[config.mk]
export PLATFORM = sky130hd
export DESIGN_NAME = vram_arbiter
export DESIGN_NICKNAME = d
export VERILOG_FILES = /design/src/rtl/vram_pkg.sv /design/src/rtl/vram_tag_pipe.sv /design/src/rtl/vram_arbiter.sv
export SDC_FILE = /design/constraint.sdc
export NUM_CORES = 1
export LEC_CHECK = 0
export CORE_MARGIN = 10
export CORE_UTILIZATION = 44
export CTS_BUF_LIST = sky130_fd_sc_hd__clkbuf_4
export DETAILED_ROUTE_END_ITERATION = 10
export HOLD_SLACK_MARGIN = 0.06
export PLACE_DENSITY = 0.91
export SYNTH_ARGS = -nofsm -noshare
export SYNTH_HDL_FRONTEND = slang
export SYNTH_SLANG_ARGS = --single-unit
export TNS_END_PERCENT = 10
[constraint.sdc]
create_clock -name clk -period 2.3 [get_ports clk]
set_input_delay 0.46 -clock clk [delete_from_list [all_inputs] [get_ports clk]]
set_output_delay 0.46 -clock clk [all_outputs]
set_load 0.005 [all_outputs]
[src/rtl/vram_pkg.sv]
// vram_pkg: shared constants and grant/tag types for the VGA frame RAM arbiter
package vram_pkg;
  localparam int VRAM_ADDR_W = 14;
  localparam int VRAM_DATA_W = 16;
  localparam int PIX_W = 8;
  localparam int VRAM_RD_LAT = 2;
  typedef enum logic [1:0] {GNT_NONE, GNT_VGA, GNT_CPU_RD, GNT_CPU_WR} gnt_t;
  typedef struct packed {
    gnt_t gnt;
    logic sel;
  } tag_t;
endpackage

[src/rtl/vram_tag_pipe.sv]
// vram_tag_pipe: delays the grant tag and byte select to line up with RAM read data
//   clk, rst_n : clock, async active-low reset (flushes to GNT_NONE)
//   din        : tag issued alongside the RAM address
//   dout       : tag aligned with ram_dout, VRAM_RD_LAT edges later
module vram_tag_pipe
  import vram_pkg::*;
(
  input  logic clk,
  input  logic rst_n,
  input  tag_t din,
  output tag_t dout
);
  tag_t q [VRAM_RD_LAT];
  always_ff @(posedge clk or negedge rst_n)
    if (!rst_n) begin
      for (int i = 0; i < VRAM_RD_LAT; i++) q[i] <= '{gnt: GNT_NONE, sel: 1'b0};
    end else begin
      q[0] <= din;
      for (int i = 1; i < VRAM_RD_LAT; i++) q[i] <= q[i-1];
    end
  assign dout = q[VRAM_RD_LAT-1];
endmodule

[src/rtl/vram_arbiter.sv]
// vram_arbiter: shares the single-port VGA frame RAM between VGA pixel reads and CPU word accesses
//   vga_req/vga_addr -> vga_data/vga_valid/vga_miss : byte reads, fixed priority
//   cpu_req/cpu_we/cpu_addr/cpu_wdata -> cpu_rdata/cpu_ack : word access, req/ack
//   ram_addr/ram_we/ram_din <- ram_dout : RAM port with 1-cycle registered read
module vram_arbiter
  import vram_pkg::*;
#(
  parameter int STARVE_LIMIT = 15,
  parameter int ADDR_W = VRAM_ADDR_W
) (
  input  logic                   clk,
  input  logic                   rst_n,
  input  logic                   vga_req,
  input  logic [ADDR_W:0]        vga_addr,
  output logic [PIX_W-1:0]       vga_data,
  output logic                   vga_valid,
  output logic                   vga_miss,
  input  logic                   cpu_req,
  input  logic                   cpu_we,
  input  logic [ADDR_W-1:0]      cpu_addr,
  input  logic [VRAM_DATA_W-1:0] cpu_wdata,
  output logic [VRAM_DATA_W-1:0] cpu_rdata,
  output logic                   cpu_ack,
  output logic [ADDR_W-1:0]      ram_addr,
  output logic                   ram_we,
  output logic [VRAM_DATA_W-1:0] ram_din,
  input  logic [VRAM_DATA_W-1:0] ram_dout
);
  localparam int CW = $clog2(STARVE_LIMIT + 1);
  localparam logic [CW-1:0] LIM = CW'(STARVE_LIMIT);
  logic [CW-1:0] wait_cnt, wait_nxt;
  logic cpu_busy, cpu_elig, force_cpu, gnt_cpu, gnt_vga, cpu_done;
  tag_t tag_in, tag_out;
  // cpu_ack still high counts as in flight so a held req is not re-granted
  always_comb begin
    cpu_elig = cpu_req & ~cpu_busy & ~cpu_ack;
    force_cpu = vga_req & cpu_elig & (wait_cnt == LIM);
    gnt_cpu = force_cpu | (~vga_req & cpu_elig);
    gnt_vga = vga_req & ~force_cpu;
    wait_nxt = (cpu_elig & gnt_vga) ? ((wait_cnt == LIM) ? wait_cnt : wait_cnt + 1'b1) : '0;
    tag_in.gnt = gnt_vga ? GNT_VGA : gnt_cpu ? (cpu_we ? GNT_CPU_WR : GNT_CPU_RD) : GNT_NONE;
    tag_in.sel = gnt_vga & vga_addr[0];
    cpu_done = (tag_out.gnt == GNT_CPU_RD) | (tag_out.gnt == GNT_CPU_WR);
  end
  vram_tag_pipe u_tag_pipe (
    .clk  (clk),
    .rst_n(rst_n),
    .din  (tag_in),
    .dout (tag_out)
  );
  always_ff @(posedge clk or negedge rst_n)
    if (!rst_n) begin
      wait_cnt <= '0;
      cpu_busy <= 1'b0;
      ram_addr <= '0;
      ram_we <= 1'b0;
      ram_din <= '0;
      vga_miss <= 1'b0;
      vga_valid <= 1'b0;
      vga_data <= '0;
      cpu_ack <= 1'b0;
      cpu_rdata <= '0;
    end else begin
      wait_cnt <= wait_nxt;
      vga_miss <= force_cpu;
      ram_we <= gnt_cpu & cpu_we;
      if (gnt_vga) ram_addr <= vga_addr[ADDR_W:1];
      else if (gnt_cpu) ram_addr <= cpu_addr;
      if (gnt_cpu) ram_din <= cpu_wdata;
      if (gnt_cpu) cpu_busy <= 1'b1;
      else if (cpu_done) cpu_busy <= 1'b0;
      vga_valid <= tag_out.gnt == GNT_VGA;
      if (tag_out.gnt == GNT_VGA) vga_data <= tag_out.sel ? ram_dout[15:8] : ram_dout[7:0];
      cpu_ack <= cpu_done;
      if (tag_out.gnt == GNT_CPU_RD) cpu_rdata <= ram_dout;
    end
endmodule

==> metrics.md, run 1 <==
| Metric | Value |
|---|---|
| Synth top area share | `59.6%` |
| Commonest cells after routing, fill and taps aside | `122 x clkdlybuf4s50_1, 69 x dfrtp_1, 46 x mux2_2` |
| RSZ-0062 raised after global routing | `false` |
| Syn Inst Count | `208` |
| Synthesized cell area | `2900 µm²` |
| H-tree Lvls | `3` |
| Worst Setup End Kind | `flip-flop` |
| Core Area | `about 6400 µm²` |
| GR Overflow Total | `0` |
| Antenna violations before repair | `0` |
| Skew final | `0.0146 ns` |
| Cts repair resizes | `0` |
| Vias in the first global route | `about 2300` |
| Final setup violation count | `0` |
| N_diodes | `0` |
| Commonest non-fill, non-tap cell in the layout | `clkdlybuf4s50_1` |
| Syn nets | `275` |
| Starting Density | `45.4%` |
| Setup tns final | `0 ns` |
| Setup repair bufs after CTS | `0` |
| Crit path cell chain | `clkdlybuf4s50_1 -> or3b_1 -> buf_12 -> mux2_2 -> o221a_2` |
| Fin area | `between 4000 and 5000 µm²` |
| Share of layout cells above drive strength 1 | `around 25%` |
| Final critical-path share of the clock period | `79.1%` |
| Hpwl dp | `5890 µm` |
| Cell depth of the worst flop-to-flop path | `4` |
| Critical Path RT | `2.59 ns` |
| Max incr delay on CP | `0.47 ns` |
| Critical R2R Launch | `cpu_busy` |
| CP startpoint kind | `primary input` |
| Reg2reg end | `ram_addr[4]` |
| Register bit total from synthesis | `69` |
| Maximum vdd drop | `between 0.5 and 0.6 mV` |
| Max Cap Viol | `0` |
| Post-layout min period | `roughly 1.8 ns` |
| Crit path max fanout | `30` |
| Total track usage | `15.0%` |
| Vias per std cell | `5.20` |
| Die ar. | `slightly above 10000 µm²` |
| Slowest cell on crit path | `clkdlybuf4s50_1` |
| CTS sink cnt | `69` |
| Routed Antenna Nets | `0` |
| Hold Violations, Final | `0` |
| Leakage Power | `between 0.0015 and 0.002 µW` |
| Worst EP arrival | `between 2 and 2.5 ns` |
| Detailed Route WL | `between 7000 and 8000 µm` |
| Worst rel slew slack | `a little under half` |
| Synth area leaders | `dfrtp_1 60%, mux2_2 18%, o221a_2 5.4%, or3_1 3.0%, mux2i_1 2.8%` |
| Remaining DRCs | `0` |
| # rows | `29` |
| TritonCTS clock tree | `yes` |
| Worst hold path type | `in -> async` |
| Seq/Total Area, Yosys | `59.6%` |
| Synth warnings | `0` |
| CTS hold repair buffers | `0` |
| Vias post-DR | `2165` |
| Worst Tran Pin Value | `0.818 ns` |
| Clk buf depth | `2` |
| Fin nets | `402` |
| Status | `finished clean` |
| Critical path class | `in -> reg` |
| Pwr per Cell Area | `937 nW/µm²` |
| Port Buffers | `123` |
| Clk root buf | `clkbuf_4` |
| Yosys cell types | `26` |
| DP Area | `about 4200 µm²` |
| Clk_lat worst skew | `approximately 0.4 ns` |
| I/O pins | `124` |
| Placer Congestion | `between 0.7 and 0.8` |
| First-pass DRT Iterations | `4` |
| Largest net degree at the start of global routing | `70` |
| R2R setup slack | `0.59 ns` |
| Avg WL per Cell | `18.6 µm` |
| Max Slew Vio Count | `0` |
| Mean post-synth cell area | `13.9 µm²` |
| TritonCTS Buffers | `9` |
| Area Overhead vs Synth | `48.9%` |
| Die width | `101 µm` |
| Fmax | `550 MHz` |
| Clk slew on worst S/H paths | `0.11 ns` |
| Overall die height | `slightly above 100 µm` |
| Area leader, netlist | `dfrtp_1` |
| 1st-iter DRT viols | `81` |
| First-pass GRT wire length | `12200 µm` |
-- state kept, by name, indices dropped and copies added, names as in the netlist --
| signal | count |
|---|---|
| cpu_ack | 1 |
| ram_din | 16 |
| ram_addr | 14 |
| vga_data | 8 |
| ram_we | 1 |
| cpu_busy | 1 |
| cpu_rdata | 16 |
| u_tag_pipe.q | 3 |
| wait_cnt | 4 |
| vga_miss | 1 |
| u_tag_pipe.dout | 3 |
| vga_valid | 1 |
-- critical path, delay by kind of cell --
kind                   cells  cell delay [ns]
buffers and inverters      2             0.67
AND/OR/NAND/NOR            1             0.44
multiplexers               1             0.28
AO/OA/AOI/OAI              1             0.24
-- report_power, final --
group          switching, µW  internal, µW
Sequential               200          1600
Clock                    415           205
Combinational            502          1110
-- layout make-up --
class,instances,area (µm²)
flip-flops and latches,69,1730
inverters,5,18.8
repair buffers,130,1320
well taps,77,96.3
fillers,461,2070
clock inverters,6,31.3
multi-input cells,120,1060
clock buffers,9,67.6
-- metrics by stage --
step	hold WS [ns]	cells	utilization, %	worst slack [ns]	power, µW
floorplan	0.164	208	-	0.507	2440
global placement	0.332	401	66.0	0.110	3420
detailed placement	0.336	401	66.0	0.0515	3490
CTS	0.0627	416	67.5	0.494	4110
global route	0.0652	416	67.5	0.442	4310
finish	0.0565	416	67.5	0.481	4040
-- synthesized netlist by cell type, drive strengths merged --
cell,instances
dfrtp,69
mux2,46
o221a,14
or3,14
nand2,10
o21ai,9
mux2i,8
buf,7
clkbuf,7
inv,5
nor2,5
nand3,3
a21oi,2
nand2b,2
a21o,1
ha,1
nor3,1
nor3b,1
or3b,1
xnor2,1
xor2,1
-- routing by layer --
| metal | GRT usage (%) | part of all wire, % | vias up |
|---|---|---|---|
| li1 | - | - | 1009 |
| met1 | 16.7 | 39 | 1075 |
| met2 | 25.6 | 51 | 70 |
| met3 | 5.65 | 9.0 | 11 |
| met4 | 5.47 | 1.6 | 0 |
| met5 | 0 | 0 | - |
-- worst max-delay path by stage --
stage                               to  slack [ns]  depth (start not counted)         start
final                      ram_addr[4]        0.48                          5       cpu_req
after global routing      ram_addr[11]        0.44                          6       cpu_req
after CTS                 ram_addr[10]        0.49                          1  ram_addr[10]
after detailed placement  ram_addr[10]        0.05                          5       cpu_req
after global placement     ram_addr[6]        0.11                          5       cpu_req
after floorplan            ram_din[10]        0.51                          5       cpu_req
-- cells by family after synthesis --
logic type                 after synthesis  share of synthesized area, %
DFF                                     69                          59.6
muxes                                   54                          20.6
AOI/OAI and AO/OA                       26                          8.12
xor gates and xnor gates                 2                         0.605
buffers and inverters                   19                          3.93
adders and majority gates                1                         0.432
and+or+nand+nor                         37                          6.65
Power figures use the tool's default switching activity.
==> inputs of run 2 (changes only) <==
==> constraint.sdc (replaced) <==
create_clock -name clk -period 1.9 [get_ports clk]
set_input_delay 0.38 -clock clk [delete_from_list [all_inputs] [get_ports clk]]
set_output_delay 0.38 -clock clk [all_outputs]
set_load 0.005 [all_outputs]
==> metrics.md, run 2 (synthesis results as in run 1) <==
| Metric | Value |
|---|---|
| Status | `finished clean` |
| Vias per std cell | `about 5.1` |
| CP delay by family, top | `buffers and inverters` |
| I/O pins | `~120` |
| CP Depth | `5` |
| First-pass GRT wire length | `12500 µm` |
| Commonest non-fill, non-tap cell in the layout | `clkdlybuf4s50_1` |
| Final setup violation count | `0` |
| Avg WL per Cell | `18.3 µm` |
| Clk buf depth | `2` |
| Antenna violations before repair | `0` |
| Vias post-DR | `2147` |
| Worst hold margin | `0.358 ns` |
| Max Cap Viol | `0` |
| Reg2reg end | `ram_addr[12]` |
| Area Overhead vs Synth | `50.3%` |
| Worst Setup End Kind | `flip-flop` |
| Met1 Track Usage GR | `around 17%` |
| Clk root buf | `clkbuf_4` |
| 1st-iter DRT viols | `38` |
| Overall die height | `slightly above 100 µm` |
| Critical path class | `in -> reg` |
| Cell depth of the worst flop-to-flop path | `4` |
| Hold_sp | `u_tag_pipe.q[3]` |
| TritonCTS clock tree | `yes` |
| CP Buf/Inv Count | `2` |
| Crit path cell chain | `clkdlybuf4s50_1 -> or3b_1 -> buf_12 -> mux2_2 -> o221a_2` |
| Worst hold path type | `reg -> reg` |
| Commonest cells after routing, fill and taps aside | `122 x clkdlybuf4s50_1, 69 x dfrtp_1, 46 x mux2_2` |
| GR Overflow Total | `0` |
| Setup repair bufs after CTS | `0` |
| GR peak layer | `met2` |
| R2R setup slack | `between 0.15 and 0.2 ns` |
| Post-layout min period | `1.75 ns` |
| Vias in the first global route | `~2400` |
| Total track usage | `15.6%` |
| Hold depth | `0` |
| Hold EP | `u_tag_pipe.dout[0]` |
| Final core occ | `68.2%` |
| Slowest cell on crit path | `clkdlybuf4s50_1` |
| Final critical-path share of the clock period | `91.9%` |
| Max Slew Vio Count | `0` |
| Fmax | `~570 MHz` |
| Core Area | `6390 µm²` |
| DP Area | `4240 µm²` |
| Worst Tran Pin Value | `0.532 ns` |
| Critical R2R Launch | `cpu_busy` |
| # rows | `29` |
| Largest net degree at the start of global routing | `70` |
| Fin nets | `407` |
| Hold Violations, Final | `0` |
| Die ar. | `10200 µm²` |
| Fin area | `around 4400 µm²` |
| Crit path max fanout | `30` |
| Clk slew on worst S/H paths | `0.10 ns` |
| Remaining DRCs | `0` |
| RSZ-0062 raised after global routing | `false` |
| Largest regs | `cpu_rdata: 16 flops, ram_din: 16 flops, ram_addr: 14 flops` |
| Starting Density | `45.4%` |
| Worst rel slew slack | `64.5%` |
| Leakage Power | `0.00179 µW` |
| CTS sink cnt | `69` |
| H-tree Lvls | `3` |
| Die width | `101 µm` |
| Placer Congestion | `0.730` |
| First-pass DRT Iterations | `4` |
| Max incr delay on CP | `between 0.4 and 0.5 ns` |
| Pwr per Cell Area | `1130 nW/µm²` |
| Share of layout cells above drive strength 1 | `between 20 and 25%` |
| Detailed Route WL | `7740 µm` |
| CP startpoint kind | `primary input` |
| Critical Path RT | `between 2 and 2.5 ns` |
| GR Util met3 | `under 10%` |
| Maximum vdd drop | `0.810 mV` |
| N_diodes | `0` |
| Port Buffers | `123` |
| Routed Antenna Nets | `0` |
| Skew final | `just over 0.01 ns` |
| Clk_lat worst skew | `0.41 ns` |
| TritonCTS Buffers | `9` |
| Met2 Use GR | `26.5%` |
| Worst EP arrival | `2.04 ns` |
| Hpwl dp | `roughly 6000 µm` |
[run 2: cell count changes in the layout (fill, tap and decap cells not counted), sizes merged]
cell         change
dlygate4sd3      +1
buf              +4
clkinv           +1
[run 2: final cells by class]
type | instances | area [µm²]
multi-input cells | 120 | 1060
well taps | 77 | 96.3
clock buffers | 9 | 67.6
clock inverters | 7 | 32.5
repair buffers | 135 | 1360
fillers | 481 | 2030
inverters | 5 | 18.8
flip-flops and latches | 69 | 1730
[run 2: repair_timing]
| item | in CTS | in global routing |
|---|---|---|
| hold buffers | 1 | 0 |
| endpoints found under the hold margin | 69 | 0 |
| gates resized for setup | 0 | 0 |
| endpoints found under the setup margin | 0 | 0 |
[run 2: layer usage]
metal	vias to the layer above	part of all wire [%]
li1	1015	-
met1	1048	37
met2	73	52
met3	11	9.9
met4	0	1.3
met5	-	0
[run 2: worst max-delay path by stage]
stage	start	endpoint
floorplan	cpu_busy	ram_din[10]
global placement	cpu_req	ram_addr[5]
detailed placement	cpu_req	ram_addr[12]
CTS	cpu_busy	ram_addr[12]
global route	cpu_busy	ram_addr[12]
finish	cpu_req	ram_addr[12]
[run 2: stage by stage]
stage	cells	setup TNS [ns]	power, µW	setup slack [ns]
2_1_floorplan	208	0	2950	0.166
3_3_place_gp	405	-5.80	4150	-0.211
3_5_place_dp	405	-6.84	4240	-0.267
4_1_cts	422	0	4990	0.148
5_1_grt	422	0	5250	0.110
6_report	422	0	4910	0.154
[run 2: worst reg2reg max path, cell delays in order, from the launching register on]
cell     delay (ns)
dfrtp_1        0.41
or3b_1         0.48
buf_12         0.21
mux2_2         0.29
o221a_2        0.25
[run 2: power breakdown]
group / total [µW] / switching (µW) / internal (µW)
logic: 1970 / 617 / 1360
registers: 2190 / 250 / 1940
clock network: 740 / 493 / 247
==> inputs of run 3 (changes only) <==
--- a/config.mk
+++ b/config.mk
@@ -6,11 +6,13 @@
 export NUM_CORES = 1
 export LEC_CHECK = 0
 export CORE_MARGIN = 10
-export CORE_UTILIZATION = 44
+export CORE_UTILIZATION = 65
 export CTS_BUF_LIST = sky130_fd_sc_hd__clkbuf_4
 export DETAILED_ROUTE_END_ITERATION = 10
+export DONT_BUFFER_PORTS = 1
+export GPL_ROUTABILITY_DRIVEN = 0
 export HOLD_SLACK_MARGIN = 0.06
-export PLACE_DENSITY = 0.91
+export PLACE_DENSITY = 0.89
 export SYNTH_ARGS = -nofsm -noshare
 export SYNTH_HDL_FRONTEND = slang
 export SYNTH_SLANG_ARGS = --single-unit
==> metrics.md, run 3 (synthesis results as in run 1) <==
| Metric | Value |
|---|---|
| Status | `finished, violations left` |
| Failing checks | `negative hold slack` |
| Critical path class | `reg -> reg` |
| N_diodes | `0` |
| Critical Path RT | `2.18 ns` |
| # rows | `24` |
| 1st-iter DRT viols | `~100` |
| First-pass GRT wire length | `just over 10000 µm` |
| Worst hold margin | `-0.326 ns` |
| I/O pins | `around 120` |
| CTS sink cnt | `just under 70` |
| Crit path max fanout | `30` |
| Fin nets | `around 280` |
| Avg WL per Cell | `about 25 µm` |
| Worst rel slew slack | `63.3%` |
| Port Buffers | `0` |
| Antenna violations before repair | `0` |
| Largest regs | `cpu_rdata: 16 flops, ram_din: 16 flops, ram_addr: 14 flops` |
| Clk_lat worst skew | `between 0.3 and 0.4 ns` |
| TritonCTS clock tree | `yes` |
| Max Cap Viol | `0` |
| Cts repair resizes | `0` |
| Worst Setup End Kind | `flip-flop` |
| Vias post-DR | `1715` |
| Setup tns final | `0 ns` |
| TritonCTS Buffers | `9` |
| Leakage Power | `between 0.001 and 0.0015 µW` |
| Post-layout min period | `1.76 ns` |
| Area Overhead vs Synth | `5.49%` |
| Hold Violations, Final | `between 60 and 70` |
| H-tree Lvls | `3` |
| Final critical-path share of the clock period | `a little over 90%` |
| Core Area | `between 4000 and 5000 µm²` |
| Setup repair bufs after CTS | `0` |
| Fmax | `567 MHz` |
| Fill cell total of the finished layout | `320` |
| Hpwl dp | `4950 µm` |
| Vias per std cell | `6.40` |
| Max Slew Vio Count | `0` |
| Starting Density | `67.0%` |
| RSZ-0062 raised after global routing | `false` |
| Clk root buf | `clkbuf_4` |
| Detailed Route WL | `roughly 6600 µm` |
| CP Launch Point | `cpu_ack` |
| Die ar. | `about 7500 µm²` |
| Skew final | `0.00965 ns` |
| Commonest cells after routing, fill and taps aside | `69 x dfrtp_1, 46 x mux2_2, 14 x or3_1, 14 x o221a_2` |
| Share of layout cells above drive strength 1 | `a little under two fifths` |
| Pwr per Cell Area | `1310 nW/µm²` |
| Maximum vdd drop | `about 0.79 mV` |
| First-pass DRT Iterations | `4` |
| Commonest non-fill, non-tap cell in the layout | `dfrtp_1` |
| Die width | `just under 90 µm` |
| Final setup violation count | `0` |
| Worst Tran Pin Value | `0.551 ns` |
| Clk slew on worst S/H paths | `around 0.1 ns` |
| Routed Antenna Nets | `0` |
| Largest net degree at the start of global routing | `70` |
| GR Overflow Total | `0` |
| Tot Pwr | `4000 µW` |
| CP startpoint kind | `flip-flop` |
| Overall die height | `86.8 µm` |
| Critical R2R Launch | `cpu_ack` |
| CTS hold repair buffers | `1` |
| Remaining DRCs | `0` |
| Final non-filler cell total | `268` |
| Total track usage | `17.5%` |
| Worst hold path type | `in -> async` |
| Clk buf depth | `2` |
| Worst EP arrival | `2.05 ns` |
| Placed Instances | `251` |
| Vias in the first global route | `1911` |
[run 3: path summary, 6_finish.rpt]
kind	to	slack [ns]	cells after the start
worst max-delay path	ram_addr[1]	0.14	4
worst min-delay path	cpu_rdata[6]	-0.33	0
worst max register to register	ram_addr[1]	0.14	4
worst min register to register	u_tag_pipe.dout[1]	0.36	0
max in group asynchronous	ram_din[4]	2.13	0
min in group clk	u_tag_pipe.q[3]	0.09	2
[run 3: routing by layer]
metal  global-route usage [%]  up-vias  routed length [µm]
li1                         -      758                   -
met1                     17.3      873                2300
met2                     29.5       78                3430
met3                     9.76        6                 790
met4                     7.22        0                  61
met5                        0        -                   0
[run 3: metrics by stage]
stage,hold WS (ns),area (µm²),util [%],setup WS (ns)
after global routing,-0.383,3060,70.7,0.0402
final,-0.326,3060,70.7,0.136
after global placement,0.0867,2920,67.4,0.198
after CTS,-0.356,3060,70.7,0.132
after floorplan,0.0844,2900,-,0.166
after detailed placement,0.0865,2920,67.4,0.139
[run 3: worst max-delay path: stages, from the launching register on]
cell and delay [ns]:
dfrtp_1 0.43, or3b_1 0.42, buf_4 0.26, mux2_2 0.31
o221a_2 0.24
[run 3: cell type report]
cell class | count | area [µm²] | area share, %
clock buffers | 10 | 75.1 | 2.46
multi-input cells | 120 | 1060 | 34.6
repair buffers | 6 | 60.1 | 1.97
inverters | 5 | 18.8 | 0.614
flip-flops and latches | 69 | 1730 | 56.5
well taps | 52 | 65.1 | 2.13
clock inverters | 6 | 53.8 | 1.76
[run 3: power by group]
| group | switching (µW) | total [µW] | leakage, µW | internal (µW) |
|---|---|---|---|---|
| logic | 281 | 762 | 0.000390 | 481 |
| registers | 410 | 2360 | 0.000824 | 1950 |
| clock network | 474 | 876 | 0.0000689 | 402 |
